$ cat config.mk
export PLATFORM = sky130hd
export DESIGN_NAME = dmem_arbiter
export DESIGN_NICKNAME = d
export VERILOG_FILES = /design/src/rtl/dmem_arbiter_pkg.sv /design/src/rtl/arb_starve_ctr.sv /design/src/rtl/dmem_arbiter.sv
export SDC_FILE = /design/constraint.sdc
export NUM_CORES = 1
export LEC_CHECK = 0
export ABC_AREA = 1
export CORE_AREA = 2 2 108 110
export DETAILED_ROUTE_END_ITERATION = 6
export DIE_AREA = 0 0 110 112
export GPL_TIMING_DRIVEN = 0
export SLEW_MARGIN = 20
export SYNTH_ARGS = -nofsm -noshare
export SYNTH_HDL_FRONTEND = slang
export SYNTH_SLANG_ARGS = --single-unit
$ cat constraint.sdc
create_clock -name clk -period 1.9 [get_ports clk]
set_input_delay 0.475 -clock clk [delete_from_list [all_inputs] [get_ports clk]]
set_output_delay 0.475 -clock clk [all_outputs]
set_load 0.02 [all_outputs]
$ cat src/rtl/dmem_arbiter_pkg.sv
// Shared encodings for the data-memory arbiter: FSM states, read owner tags,
// and the funct3 size/sign codes that ride on the strobe lines.
package dmem_arbiter_pkg;

  typedef enum logic [1:0] {
    ARB   = 2'd0,
    LOCK  = 2'd1,
    YIELD = 2'd2
  } state_e;

  typedef enum logic {
    PORT_C = 1'b0,
    PORT_D = 1'b1
  } owner_e;

  localparam logic [2:0] F3_B  = 3'b000;
  localparam logic [2:0] F3_H  = 3'b001;
  localparam logic [2:0] F3_W  = 3'b010;
  localparam logic [2:0] F3_BU = 3'b100;
  localparam logic [2:0] F3_HU = 3'b101;

endpackage

$ cat src/rtl/arb_starve_ctr.sv
// Saturating count of cycles port d has been refused; starved_o forces a d win.
module arb_starve_ctr #(
  parameter int MAX_WAIT = 4
) (
  input  logic clk,
  input  logic rst,
  input  logic d_req_i,
  input  logic d_gnt_i,
  output logic starved_o
);

  localparam int SW = $clog2(MAX_WAIT + 1);

  logic [SW-1:0] cnt_q, cnt_d;

  assign starved_o = (cnt_q == SW'(MAX_WAIT));

  always_comb begin
    cnt_d = '0;
    if (d_req_i && !d_gnt_i)
      cnt_d = starved_o ? cnt_q : cnt_q + SW'(1);
  end

  always_ff @(posedge clk) begin
    if (!rst) cnt_q <= '0;
    else      cnt_q <= cnt_d;
  end

endmodule

$ cat src/rtl/dmem_arbiter.sv
// Two-port arbiter in front of the single-port DataMem: core priority, starve
// guard and bounded lock bursts for port d, tagged one-cycle-late read return.
module dmem_arbiter
  import dmem_arbiter_pkg::*;
#(
  parameter int MAX_WAIT = 4,
  parameter int LOCK_MAX = 8,
  parameter int AW       = 32
) (
  input  logic          clk,
  input  logic          rst,
  input  logic          c_req,
  input  logic          c_we,
  input  logic [AW-1:0] c_addr,
  input  logic [31:0]   c_wdata,
  input  logic [2:0]    c_strb,
  output logic          c_gnt,
  output logic          c_stall,
  output logic          c_rvalid,
  input  logic          d_req,
  input  logic          d_we,
  input  logic [AW-1:0] d_addr,
  input  logic [31:0]   d_wdata,
  input  logic [2:0]    d_strb,
  input  logic          d_lock,
  output logic          d_gnt,
  output logic          d_rvalid,
  output logic [31:0]   rdata,
  output logic [AW-1:0] mem_addr,
  output logic [31:0]   mem_wdata,
  output logic [2:0]    mem_strb,
  output logic          mem_we,
  input  logic [31:0]   mem_rdata
);

  localparam int LCW = $clog2(LOCK_MAX + 1);

  state_e         state_q, state_d;
  logic [LCW-1:0] lock_cnt_q, lock_cnt_d;
  logic           rd_pend_q, rd_pend_d;
  owner_e         owner_q, owner_d;
  logic           starved;

  arb_starve_ctr #(.MAX_WAIT(MAX_WAIT)) u_starve (
    .clk       (clk),
    .rst       (rst),
    .d_req_i   (d_req),
    .d_gnt_i   (d_gnt),
    .starved_o (starved)
  );

  always_comb begin
    c_gnt      = 1'b0;
    d_gnt      = 1'b0;
    state_d    = state_q;
    lock_cnt_d = lock_cnt_q;
    if (rst) begin
      unique case (state_q)
        ARB: begin
          if (d_req && starved) d_gnt = 1'b1;
          else if (c_req)       c_gnt = 1'b1;
          else if (d_req)       d_gnt = 1'b1;
          if (d_gnt && d_lock) begin
            state_d    = LOCK;
            lock_cnt_d = LCW'(1);
          end
        end
        LOCK: begin
          // Core is held off for the whole lock, even on idle d cycles.
          d_gnt = d_req;
          if (d_gnt) lock_cnt_d = lock_cnt_q + LCW'(1);
          if (!d_lock)                                   state_d = ARB;
          else if (d_gnt && lock_cnt_d == LCW'(LOCK_MAX)) state_d = YIELD;
        end
        YIELD: begin
          if (c_req)      c_gnt = 1'b1;
          else if (d_req) d_gnt = 1'b1;
          state_d = ARB;
        end
        default: state_d = ARB;
      endcase
    end
  end

  assign c_stall   = c_req & ~c_gnt;
  assign mem_addr  = d_gnt ? d_addr  : c_addr;
  assign mem_wdata = d_gnt ? d_wdata : c_wdata;
  assign mem_strb  = d_gnt ? d_strb  : c_strb;
  assign mem_we    = (c_gnt & c_we) | (d_gnt & d_we);

  assign rd_pend_d = (c_gnt & ~c_we) | (d_gnt & ~d_we);
  assign owner_d   = d_gnt ? PORT_D : PORT_C;

  // Gating with rst drops a read whose return cycle lands in reset.
  assign c_rvalid = rst & rd_pend_q & (owner_q == PORT_C);
  assign d_rvalid = rst & rd_pend_q & (owner_q == PORT_D);
  assign rdata    = mem_rdata;

  always_ff @(posedge clk) begin
    if (!rst) begin
      state_q    <= ARB;
      lock_cnt_q <= '0;
      rd_pend_q  <= 1'b0;
      owner_q    <= PORT_C;
    end else begin
      state_q    <= state_d;
      lock_cnt_q <= lock_cnt_d;
      rd_pend_q  <= rd_pend_d;
      owner_q    <= owner_d;
    end
  end

endmodule

==> out/qor.csv <==
stage,metric,value,unit
status,result of the run,finished with violations,
status,violations in the final reports,setup timing,
yosys,Yosys Warn Count,0,
sta,clock skew after layout,0.00168,ns
yosys,share of flip-flops with an asynchronous set or reset,0,
floorplanning,effective utilization at floorplan,0.152,
cts,number of clock sinks seen by CTS,11,
cts,clock root cell,sky130_fd_sc_hd__clkbuf_16,
sta,top achievable clock speed,442,MHz
power,Max VDD drop,237,µV
critical_path,critical path startpoint,u_starve.cnt_q[1]$_SDFFE_PN0P_,
floorplanning,floorplan die width,110,µm
sta,Period minus WS final,2.26,ns
floorplanning,total number of placement rows,39,
power,switching power share of the total,0.359,
critical_path,"Data arrival, critical path",1.79,ns
critical_path,type of element capturing the critical path,primary output,
power,power density relative to cell area,355,mW/mm²
routing,first-pass iteration count of the detailed router,4,
power,power share of the sequential group,0.117,
sta,RSZ-0062 raised after global routing,yes,
power,clock power share,0.187,
global_route,GR Util met2,0.290,
floorplanning,Boundary Pins,278,
finish,number of fill cells,1042,
hold_path,Hold WC Path Type,flip-flop to flip-flop,
cts,clock-pin transition on the worst setup and hold timing paths,0.04,ns
yosys,number of synthesized register bits,11,
yosys,area of the mapped netlist,0.00169,mm²
yosys,Syn Nets,517,
sta,Slew Limit Fails,0,
placed_design,final RePlAce weighted congestion,0.779,
placed_design,placed wire-length estimate after detailed placement,7890,µm
cts,number of levels in the clock H-tree,1,
critical_path,origin of the critical flop-to-flop path,u_starve.cnt_q[0]$_SDFFE_PN0P_,
finish,utilization after layout,0.529,
finish,total area of multi-input combinational cells,0.00187,mm²
yosys,average instance area after synthesis,4.97,µm²
routing,vias after detailed routing,3092,
global_route,pin count of the biggest net entering global routing,11,
finish,P&R area growth vs syn,249,%
sta,worst max-slew margin expressed relative to the limit,0.792,
floorplanning,Chip Height,112,µm
critical_path,critical path endpoint,mem_wdata[0],
global_route,GR peak layer,met2,
cts,clk buf depth,2,
power,Logic pwr share,0.696,
sta,total count of hold-check failures in the final report,0,
global_route,overall routing resource usage,0.151,
critical_path,count of cells along the worst register-to-register path,12,
critical_path,start-to-end type of the worst setup path,flip-flop to primary output,
sta,ratio of final minimum period to clock period,1.19,
routing,initial DRC count,64,
critical_path,critical path launch point type,flip-flop,
finish,fraction of layout instances using a drive strength above 1,0.534,
cts,number of clock buffers inserted by TritonCTS,3,
global_route,overflow left after global routing,0,
global_route,first-pass GRT wire length,14600,µm
routing,detail-routed net length per standard cell,14.1,µm
yosys,gate count of the mapped netlist,341,
power,Sw Pwr,0.000755,W
critical_path,CP Data Required Time,1.42,ns
placed_design,Inst Count DP,728,
critical_path,R2R Path End,u_starve.cnt_q[1]$_SDFFE_PN0P_,
floorplanning,area of the die,0.0123,mm²
sta,post-route worst setup slack,-0.364,ns
finish,Register Area,223,µm²
sta,worst hold slack after final layout,0.485,ns
yosys,cell taking the most area after synthesis,sky130_fd_sc_hd__nand2_1,
global_route,met3 GRT Util,0.0386,
yosys,leading cell types by total area after synthesis,"sky130_fd_sc_hd__nand2_1 51%, sky130_fd_sc_hd__buf_4 15%, sky130_fd_sc_hd__dfxtp_1 13%",
global_route,vias in the first global route,3004,
placed_design,minimum setup slack after placement,-1.23,ns
placed_design,PortBufs,244,
yosys,top_reg_cell synth,sky130_fd_sc_hd__dfxtp_1,
routing,DRT Wirelength,10700,µm
cts,number of buffers inserted by hold repair at cts,0,
yosys,number of enable-type register cells in the synthesized netlist,0,
finish,final cell count without fillers,763,
power,leakage dissipation,2.93,nW
finish,antenna diode count,0,
yosys,"Seq/Total Area, Yosys",0.130,
critical_path,biggest fanout along the worst timing path,5,
critical_path,R2R Setup Slk,0.16,ns
yosys,Post-synth top cells,"231 x sky130_fd_sc_hd__nand2_1, 33 x sky130_fd_sc_hd__buf_4, 15 x sky130_fd_sc_hd__inv_1",
power,cell-internal power,0.00135,W
yosys,post-synth cell types,22,
yosys,fraction of post-synthesis cell area in the top cell type by area,0.512,
cts,TritonCTS clock tree,yes,
routing,routed vias/inst,4.05,
routing,post-detailed-route count of antenna-violating nets,0,
sta,actual slew at the worst max-slew pin,0.312,ns
global_route,antenna violations before repair,0,
flow_run,number of max-cap violations,0,
finish,net count reported at finish,797,
global_route,GR met1 Demand/Resource,0.162,
yosys,most repeated cell in the gate-level netlist after synthesis,sky130_fd_sc_hd__nand2_1,
cts,clock latency reported for the late side of the worst-skew pair,0.24,ns
routing,# DRC,0,
sta,Finish-stage setup viols,70,
floorplanning,Std-Cell Core Area,0.0112,mm²
==> cell families after synthesis <==
kind of cell               count (synthesis)  synth area share
and+or+nand+nor                          247             0.564
xor gates and xnor gates                   2            0.0103
adders and majority gates                  3            0.0222
buffers and inverters                     64             0.228
DFF                                       11             0.130
AOI/OAI and AO/OA                         14            0.0451
==> what timing repair did <==
action | 4_1_cts | 5_1_grt
resized for setup | 576 | 160
buffers inserted | 22 | 4
cloned | 4 | 4
pin swaps | 44 | 47
endpoints found under the setup margin | 73 | 71
==> state kept, by name (all words and copies together), names as in the netlist <==
| name | cells |
|---|---|
| u_starve.cnt_q | 3 |
| owner_q | 1 |
| lock_cnt_q | 4 |
| rd_pend_q | 1 |
| state_q | 2 |
==> worst min-delay path by stage <==
| stage | slack [ns] | startpoint | end | cells after the start |
|---|---|---|---|---|
| 3_5_place_dp | 0.48 | lock_cnt_q[3]$_SDFFE_PN0P_ | lock_cnt_q[3]$_SDFFE_PN0P_ | 2 |
| 6_report | 0.49 | lock_cnt_q[3]$_SDFFE_PN0P_ | lock_cnt_q[3]$_SDFFE_PN0P_ | 2 |
| 3_3_place_gp | 0.46 | lock_cnt_q[3]$_SDFFE_PN0P_ | lock_cnt_q[3]$_SDFFE_PN0P_ | 2 |
| 2_1_floorplan | 0.45 | lock_cnt_q[3]$_SDFFE_PN0P_ | lock_cnt_q[3]$_SDFFE_PN0P_ | 2 |
| 4_1_cts | 0.49 | lock_cnt_q[3]$_SDFFE_PN0P_ | lock_cnt_q[3]$_SDFFE_PN0P_ | 2 |
| 5_1_grt | 0.51 | lock_cnt_q[3]$_SDFFE_PN0P_ | lock_cnt_q[3]$_SDFFE_PN0P_ | 2 |
==> metal layers <==
| layer | share of wire | up-vias |
|---|---|---|
| met5 | 0 | - |
| met4 | 0.013 | 0 |
| met2 | 0.55 | 135 |
| li1 | - | 1552 |
| met1 | 0.35 | 1394 |
| met3 | 0.090 | 11 |
==> power by group through the flow <==
| stage | Sequential [W] | Combinational, W | Clock (W) |
|---|---|---|---|
| final | 0.000246 | 0.00146 | 0.000393 |
| after global routing | 0.000247 | 0.00154 | 0.000412 |
| after CTS | 0.000246 | 0.00131 | 0.000404 |
| after detailed placement | 0.000249 | 0.00110 | 0 |
| after global placement | 0.000249 | 0.00109 | 0 |
| after floorplan | 0.000248 | 0.000445 | 0 |
==> critical path, stage by stage (launching register included) <==
cell,delay [ns]
sky130_fd_sc_hd__dfxtp_2,0.34
sky130_fd_sc_hd__inv_2,0.05
sky130_fd_sc_hd__ha_4,0.15
sky130_fd_sc_hd__nand2_4,0.07
sky130_fd_sc_hd__nand3_4,0.08
sky130_fd_sc_hd__nand3_4,0.12
sky130_fd_sc_hd__buf_12,0.13
sky130_fd_sc_hd__clkinv_8,0.06
sky130_fd_sc_hd__buf_12,0.14
sky130_fd_sc_hd__clkbuf_16,0.16
sky130_fd_sc_hd__nand2_2,0.06
sky130_fd_sc_hd__nand2_2,0.05
sky130_fd_sc_hd__buf_6,0.12
==> metrics by stage <==
| stage | area (µm²) | setup TNS [ns] | power (W) |
|---|---|---|---|
| 2_1_floorplan | 1700 | 0 | 0.000693 |
| 3_3_place_gp | 4320 | -81.90 | 0.00134 |
| 3_5_place_dp | 4320 | -82.10 | 0.00134 |
| 4_1_cts | 5230 | -19.85 | 0.00196 |
| 5_1_grt | 5910 | -27.12 | 0.00220 |
| 6_report | 5910 | -22.80 | 0.00210 |
==> layout make-up <==
type,instances,share of cell area
sequential,11,0.0377
multi-input combinational,266,0.317
buffer,46,0.0832
inverter,17,0.0133
clock buffer,4,0.0133
timing repair buffer,276,0.506
tap,143,0.0303
==> layout by cell type, fill, tap and decap left out, types with 5 or more instances in the layout <==
cell,n
sky130_fd_sc_hd__clkdlybuf4s50_1,169
sky130_fd_sc_hd__nand2_2,99
sky130_fd_sc_hd__buf_6,71
sky130_fd_sc_hd__nand2_4,66
sky130_fd_sc_hd__nand2_1,66
sky130_fd_sc_hd__buf_4,48
sky130_fd_sc_hd__clkbuf_16,13
sky130_fd_sc_hd__inv_1,12
sky130_fd_sc_hd__buf_12,9
sky130_fd_sc_hd__dfxtp_1,9
sky130_fd_sc_hd__buf_8,8
sky130_fd_sc_hd__a21oi_1,8
sky130_fd_sc_hd__nor2_1,7
sky130_fd_sc_hd__nand3_1,5
(Power assumes the default switching activity.)
